===== src/rtl/program_loader_pkg.sv =====
// Shared types for the boot-time program loader: FSM state encoding and frame constants.
package program_loader_pkg;

    localparam logic [7:0] SYNC_BYTE_DEFAULT = 8'hA5;

    typedef enum logic [3:0] {
        ST_IDLE,
        ST_LEN_LO,
        ST_LEN_HI,
        ST_DATA_LO,
        ST_DATA_HI,
        ST_WRITE,
        ST_CHECK,
        ST_DONE,
        ST_ERROR
    } loader_state_t;

endpackage


===== src/rtl/program_loader_watchdog.sv =====
// Inter-byte watchdog for program_loader: cleared by load, counts while enabled,
// flags expire on the LIMIT-th consecutive idle cycle.
module loader_watchdog #(
    parameter int LIMIT = 100000
) (
    input  logic clk,
    input  logic rst_n,
    input  logic load,
    input  logic count_en,
    output logic expire
);
    localparam int W = $clog2(LIMIT + 1);

    logic [W-1:0] cnt;

    assign expire = count_en && !load && (cnt == W'(LIMIT - 1));

    always_ff @(posedge clk or negedge rst_n) begin
        if (!rst_n)
            cnt <= '0;
        else if (load || !count_en)
            cnt <= '0;
        else if (!expire)
            cnt <= cnt + W'(1);
    end

endmodule


===== src/rtl/program_loader.sv =====
// Boot loader: unpacks a framed byte stream into 16-bit program-memory writes and
// releases the CPU once the XOR checksum matches. Optional inter-byte timeout: LOADER_TIMEOUT_EN.
module program_loader
    import program_loader_pkg::*;
#(
    parameter logic [31:0] BASE_ADDR      = 32'h0,
    parameter int          MAX_HALFWORDS  = 1024,
    parameter logic [7:0]  SYNC_BYTE      = SYNC_BYTE_DEFAULT,
    parameter int          TIMEOUT_CYCLES = 100000
) (
    input  logic        clk_i,
    input  logic        reset_i,
    input  logic        rx_valid_i,
    input  logic [7:0]  rx_data_i,
    output logic        rx_ready_o,
    input  logic        restart_i,
    output logic        program_mem_write_en_o,
    output logic [15:0] instruction_o,
    output logic [31:0] instruction_addr_o,
    output logic        cpu_hold_o,
    output logic        done_o,
    output logic        error_o
);
    localparam int CW = $clog2(MAX_HALFWORDS + 1);

    loader_state_t state, state_nxt;
    logic [7:0]    len_lo;
    logic [7:0]    csum;
    logic [15:0]   len;
    logic [CW-1:0] count;
    logic          xfer;
    logic          timeout;

    assign len  = {rx_data_i, len_lo};
    assign xfer = rx_valid_i && rx_ready_o;

`ifdef LOADER_TIMEOUT_EN
    logic wd_en;
    assign wd_en = !(state inside {ST_IDLE, ST_DONE, ST_ERROR});

    loader_watchdog #(.LIMIT(TIMEOUT_CYCLES)) u_watchdog (
        .clk      (clk_i),
        .rst_n    (reset_i),
        .load     (xfer),
        .count_en (wd_en),
        .expire   (timeout)
    );
`else
    logic unused_timeout_cfg;
    assign unused_timeout_cfg = (TIMEOUT_CYCLES == 0);
    assign timeout = 1'b0;
`endif

    always_ff @(posedge clk_i or negedge reset_i) begin
        if (!reset_i)
            state <= ST_IDLE;
        else
            state <= state_nxt;
    end

    always_comb begin
        state_nxt = state;
        case (state)
            ST_IDLE:    if (xfer && rx_data_i == SYNC_BYTE) state_nxt = ST_LEN_LO;
            ST_LEN_LO:  if (xfer) state_nxt = ST_LEN_HI;
            ST_LEN_HI:
                if (xfer) begin
                    if (len == 16'h0)
                        state_nxt = ST_CHECK;
                    else if (32'(len) > 32'(MAX_HALFWORDS))
                        state_nxt = ST_ERROR;
                    else
                        state_nxt = ST_DATA_LO;
                end
            ST_DATA_LO: if (xfer) state_nxt = ST_DATA_HI;
            ST_DATA_HI: if (xfer) state_nxt = ST_WRITE;
            ST_WRITE:   state_nxt = (count == CW'(1)) ? ST_CHECK : ST_DATA_LO;
            ST_CHECK:   if (xfer) state_nxt = (rx_data_i == csum) ? ST_DONE : ST_ERROR;
            ST_DONE,
            ST_ERROR:   if (restart_i) state_nxt = ST_IDLE;
            default:    state_nxt = ST_IDLE;
        endcase
        if (timeout)
            state_nxt = ST_ERROR;
    end

    // Ready is gated by reset so the stream sees no acceptance while reset is held.
    always_comb begin
        rx_ready_o             = reset_i && (state inside {ST_IDLE, ST_LEN_LO, ST_LEN_HI,
                                                           ST_DATA_LO, ST_DATA_HI, ST_CHECK});
        program_mem_write_en_o = (state == ST_WRITE);
        cpu_hold_o             = (state != ST_DONE);
        done_o                 = (state == ST_DONE);
        error_o                = (state == ST_ERROR);
    end

    // Address/counter step in the cycle after the write pulse so the write sees stable values.
    always_ff @(posedge clk_i or negedge reset_i) begin
        if (!reset_i) begin
            len_lo             <= '0;
            csum               <= '0;
            count              <= '0;
            instruction_o      <= '0;
            instruction_addr_o <= BASE_ADDR;
        end else begin
            case (state)
                ST_LEN_LO: if (xfer) len_lo <= rx_data_i;
                ST_LEN_HI:
                    if (xfer) begin
                        csum  <= '0;
                        count <= len[CW-1:0];
                    end
                ST_DATA_LO:
                    if (xfer) begin
                        instruction_o[7:0] <= rx_data_i;
                        csum               <= csum ^ rx_data_i;
                    end
                ST_DATA_HI:
                    if (xfer) begin
                        instruction_o[15:8] <= rx_data_i;
                        csum                <= csum ^ rx_data_i;
                    end
                ST_WRITE: begin
                    instruction_addr_o <= instruction_addr_o + 32'd2;
                    count              <= count - CW'(1);
                end
                ST_DONE,
                ST_ERROR: if (restart_i) instruction_addr_o <= BASE_ADDR;
                default: ;
            endcase
        end
    end

endmodule


===== config.mk =====
export PLATFORM = sky130hd
export DESIGN_NAME = program_loader
export DESIGN_NICKNAME = d
export VERILOG_FILES = /design/src/rtl/program_loader_pkg.sv /design/src/rtl/program_loader_watchdog.sv /design/src/rtl/program_loader.sv
export SDC_FILE = /design/constraint.sdc
export NUM_CORES = 1
export LEC_CHECK = 0
export CORE_MARGIN = 2
export CORE_UTILIZATION = 54
export CTS_CLUSTER_SIZE = 40
export DETAILED_ROUTE_END_ITERATION = 6
export HOLD_SLACK_MARGIN = 0.03
export PLACE_DENSITY_LB_ADDON = 0.12
export SETUP_SLACK_MARGIN = 0.4
export SYNTH_ARGS = -nofsm -noshare
export SYNTH_HDL_FRONTEND = slang
export SYNTH_SLANG_ARGS = --single-unit

===== constraint.sdc =====
create_clock -name clk_i -period 2 [get_ports clk_i]
set_input_delay 0.4 -clock clk_i [delete_from_list [all_inputs] [get_ports clk_i]]
set_output_delay 0.4 -clock clk_i [all_outputs]
set_load 0.02 [all_outputs]

**Word level (Yosys, flattened, before mapping)**

Cells that the tools add are included.

- Register bits after elaboration: 79
- Bits of input ports: 12
- Output and inout port bits: 53
- Word-level logic and storage cells: 68

- Add/sub/neg operators: 2
- Magnitude comparators: 1
- Equality and inequality tests: 20
- Multiplexer cells: 19
- Bitwise logic cells: 1
- Reduce and logical (&&, ||, !) cells: 18

Operators by type and width:

| operator | count |
|---|---|
| one-hot mux 32 bit (2 select lines) | 1 |
| 2-to-1 mux 4 bit | 10 |
| adder 32 x 2 -> 32 bit (second input constant) | 1 |
| 2-to-1 mux 32 bit | 1 |
| one-hot mux 4 bit (8 select lines) | 1 |
| one-hot mux 11 bit (2 select lines) | 1 |
| == test 4 x 3 -> 1 bit (second input constant) | 4 |
| > comparator 16 x 11 -> 1 bit (second input constant) | 1 |
| zero test 16 bit | 1 |
| 2-to-1 mux 8 bit | 2 |
| one-hot mux 8 bit (2 select lines) | 1 |
| inequality test 2 bit (second input constant) | 7 |
| == test 11 x 1 -> 1 bit (second input constant) | 1 |
| 2-to-1 mux 11 bit | 1 |
| subtractor 11 x 1 -> 11 bit (second input constant) | 1 |
| AND reduction 2 bit | 5 |
| == test 4 x 2 -> 1 bit (second input constant) | 2 |
| == test 8 bit | 1 |
| == test 8 bit (second input constant) | 1 |
| bitwise XOR 8 bit | 1 |
| AND reduction 7 bit | 1 |
| nonzero test 2 bit | 3 |
| nonzero test 6 bit | 1 |
| == test 4 x 1 -> 1 bit (second input constant) | 1 |
| other kinds (8) | 11 |

**Longest topological paths before layout**

- Word-level depth: 7
- Depth in mapped cells: 8
- Depth with buffers taken out: 6

**Least setup slack after synthesis**

OpenSTA, ideal clock, no wires.

- Kind: flip-flop to flip-flop
- Start point: reg state[0]
- End point: reg instruction_addr_o[10]
- Library setup time: 121 ps
- Arrival time: 2079 ps
- Required time: 1879 ps
- Setup slack: -200 ps
- Stages on the path, launching flop included: 8
- Path buffers: 3
- Clock period less this slack: 2200 ps
- Cells stage by stage: dfrtp_1 buf_6 nor4b_1 a21oi_1 nor2b_1 buf_2 buf_2 nor2_1

- Cells in the longest elaborated chain, start to end: 4
- Elaborated cells between the ends (all ways): 8
- Classes of those cells: 4 x eq/ne; 1 x mux; 3 x reduce/logical

RTL lines:

| what | RTL line | RTL |
|---|---|---|
| start: declaration | program_loader.sv:26 | `loader_state_t state, state_nxt;` |
| start signal: assignment | program_loader.sv:58 | `state <= state_nxt;` |
| == test 4 bit (*) | -- |  |
| net error_o | program_loader.sv:22 | `output logic error_o` |
| OR reduction 2 bit (*) | program_loader.sv:106 | `case (state)` |
| inequality test 2 bit (no source line) or nonzero test 2 bit (tied branches) | -- |  |
| AND reduction 2 bit (no source line) | -- |  |
| end signal: assignment | program_loader.sv:124 | `instruction_addr_o <= instruction_addr_o + 32'd2;` |
| end: declaration | program_loader.sv:19 | `output logic [31:0] instruction_addr_o,` |

The timed path passes the listed nets; every way through them passes the cells marked *.
A chain may end at the register's enable or synchronous reset.

**Worst setup path after layout**

- Start point: reg state[3]
- End point: reg instruction_addr_o[22]

- Cells in the longest elaborated chain, start to end: 4
- Elaborated cells between the ends (all ways): 8
- Classes of those cells: 4 x eq/ne; 1 x mux; 3 x reduce/logical

RTL lines:

| what | RTL line |
|---|---|
| == test 4 x 3 -> 1 bit or == test 4 bit (tied branches) | program_loader.sv:106 |
| OR reduction 2 bit | program_loader.sv:106 |
| inequality test 2 bit (no source line) or nonzero test 2 bit (tied branches) | -- |
| AND reduction 2 bit (no source line) | -- |

Several ways; a longest one is shown, not always the timed one.

==> results.json <==
{
  "first_global_vias": 4383,
  "slew_headroom_pct": 42.45,
  "design.die.area_sq_um": 8585,
  "status": "finished, violations left",
  "io_buffers": 63,
  "vias_per_cell": 6.713,
  "post-dp-hpwl_microns": 7838,
  "dr.first_iter.drc_count": 465,
  "synth_area_sq_um": 4244,
  "report.final.slew_viol_count": 0,
  "setup_ws_ns": -0.1470,
  "grt-ovfl-total": 0,
  "die_x_microns": 92.66,
  "synth_mux_area_share_pct": 6.338,
  "cp-startpoint": "state[3]",
  "dr.pass1.iters": 6,
  "htreeDepth": 3,
  "min_period_ns": 2.147,
  "grt_start_max_net_pins": 68,
  "cts.reportedPaths.clkPinSlew_ns": 0.10,
  "finalClockSkew_ns": 0.01496,
  "peakVddDrop_mv": 0.8262,
  "synthArstFlopShare_pct": 100.0,
  "synth_top_family_by_area": "simple AND/OR/NAND/NOR gates",
  "yosys_warnings": 0,
  "worst-path-max-fanout": 9,
  "ys_ff_latch": 78,
  "pin_count": 65,
  "rr_startpoint": "state[3]",
  "worstSetupEndpointType": "register",
  "die_y_microns": 92.66,
  "ys_seq_area_share_pct": 45.99,
  "holdWs_ns": 0.2970,
  "synth_top_cell_area_share_pct": 45.99,
  "maxCapViolations": 0,
  "rsz0062_at_grt": "true",
  "grt_util_all_layers_pct": 31.96,
  "yosys.area_share.simple_pct": 20.61,
  "cts_sinks": 78,
  "dp_cells": 618,
  "worst_pin_slew_ns": 0.8633,
  "area_delta_synth_final_pct": 62.44,
  "cts_tree": "built",
  "syn_avg_cell_area_sq_um": 9.963,
  "ys.flop_type": "dfrtp_1",
  "synth_most_common_cell": "dfrtp_1",
  "fin_total_pwr_mw": 7.892,
  "reg2reg_slack_ns": -0.15,
  "synth-compound-area-share_pct": 17.90,
  "fin_util_pct": 89.68,
  "reg2reg_to": "instruction_addr_o[22]",
  "reg2reg_depth": 7,
  "routabilityCongestion": 0.8901,
  "synthTopCellsByCount": "dfrtp_1 (78), o21ai_0 (33), nand2_1 (29)",
  "numCtsBuffers": 9,
  "start_util_pct": 55.21,
  "synth_fa_ha_area_share_pct": 0.8844,
  "synthTopCellsByArea": "dfrtp_1 (46%), mux2_2 (6.1%), o21ai_0 (3.9%), xor2_1 (3.5%), a21oi_1 (3.2%)",
  "critical_path_class": "register to register",
  "cp-start-kind": "register",
  "clock_latency_ns": 0.37,
  "ys_types": 68,
  "drive_gt1_share_pct": 49.66,
  "place_ws_ns": -0.2453,
  "synth_xor_area_share_pct": 3.921,
  "fmaxAchievable_mhz": 465.8,
  "antenna_found_initial": 1,
  "wl_per_cell_microns": 24.79,
  "hold_violations": 0,
  "core_area_sq_um": 7687,
  "hold_class": "primary input to async pin",
  "fin_nets": 602,
  "vias": 4659,
  "post-route-period-util_pct": 107.3,
  "instances_no_fill": 694,
  "clockBufferDepth": 2,
  "yosysTopAreaCell": "dfrtp_1",
  "grt_first_pass_wirelength_microns": 21530,
  "drcViolationCount": 0,
  "row_count": 32,
  "synth_edf_count": 0,
  "root_buffer": "clkbuf_8",
  "worstPathArrival_ns": 2.43,
  "required_ns": 2.28,
  "syn-num-nets": 441,
  "setup_viol": 23,
  "netlist_instances": 426,
  "violations": "negative setup slack",
  "antennaDiodeCount": 0,
  "leakagePower_nw": 3.115,
  "wirelength_microns": 17210,
  "p_per_area_nw_per_um2": 1145,
  "ant_nets": 0
}
[registers in the layout, indices dropped and copies added, names as in the netlist]
register            cells
instruction_addr_o     31
count                  11
instruction_o          16
len_lo                  8
csum                    8
state                   4
[layer usage]
metal / global-route usage [%] / up-vias / routed length, microns
li1: - / 1905 / -
met1: 39.38 / 2295 / 6251
met2: 54.62 / 337 / 8438
met3: 4.475 / 120 / 1380
met4: 16.91 / 2 / 1123
met5: 0 / - / 13
[worst max-delay path by stage]
stage,to,slack [ns],depth (start not counted)
after detailed placement,instruction_addr_o[27],-0.25,6
final,instruction_addr_o[22],-0.15,7
after global placement,instruction_addr_o[19],-0.19,7
after CTS,instruction_addr_o[27],0.04,6
after floorplan,instruction_addr_o[29],0.24,6
after global routing,instruction_addr_o[22],-0.17,7
[per-stage QoR]
| step | instance area, sq um | TNS, ns |
|---|---|---|
| floorplan | 4458 | 0 |
| global placement | 5469 | -4.163 |
| detailed placement | 5469 | -6.201 |
| CTS | 6306 | 0 |
| global route | 6894 | -2.082 |
| finish | 6894 | -0.7490 |
[placed cells by master (no fill, tap or decap), types with 4 or more instances in the layout]
cell type,n
a21o_1,8
a21oi_1,16
a21oi_2,9
a31oi_1,5
and3_1,5
buf_12,5
buf_4,71
buf_6,38
clkbuf_8,9
clkdlybuf4s50_1,4
dfrtp_1,56
dfrtp_2,22
dlygate4sd2_1,49
inv_1,10
mux2_4,23
nand2_1,23
nand3_1,8
nand4_1,6
nor2_1,15
nor2_2,4
nor2_4,4
nor3b_2,6
nor4_2,4
o2111ai_2,4
o21ai_0,13
o21ai_1,12
o21ai_2,10
or3_1,12
or3_4,6
or4_4,6
xor2_1,15
[area by class of cell]
class                           instances  area (sq um)
Sequential cell                        78          1979
Tap cell                              102         127.6
Clock inverter                          7         97.59
Timing Repair Buffer                  175          1648
Multi-Input combinational cell        311          2873
Clock buffer                            9         123.9
Inverter                               12         45.04
Fill cell                             310         793.3
[critical path: stages, from the launching register on]
cell	delay, ns
dfrtp_2	0.46
buf_6	0.14
nand3b_1	0.24
a21oi_4	0.26
o21ai_1	0.18
buf_4	0.22
or3_1	0.36
a21oi_1	0.20
[cells by family (layout without fill, tap and decap cells)]
logic type / Yosys count / count (layout)
DFF: 78 / 78
buffers and inverters: 38 / 203
adders and majority gates: 3 / 3
muxes: 24 / 24
xor gates and xnor gates: 19 / 19
AOI/OAI and AO/OA: 113 / 114
and+or+nand+nor: 150 / 150
other: 1 / 1
[what timing repair did]
action                     4_1_cts  5_1_grt
hold endpoints to repair        11        0
hold buffers                     1        0
resized for setup              150      136
pin swaps                       24       46
cloned                           7        0
setup buffers                   31       21
setup endpoints to repair      128       87
[power by group]
part | internal [mW] | switching, mW | total, mW
registers | 2.02 | 0.484 | 2.50
clock network | 0.708 | 0.685 | 1.39
logic | 1.98 | 2.02 | 4.00
total | 4.70 | 3.19 | 7.89
Note: power is estimated with default switching activity, not from simulation.
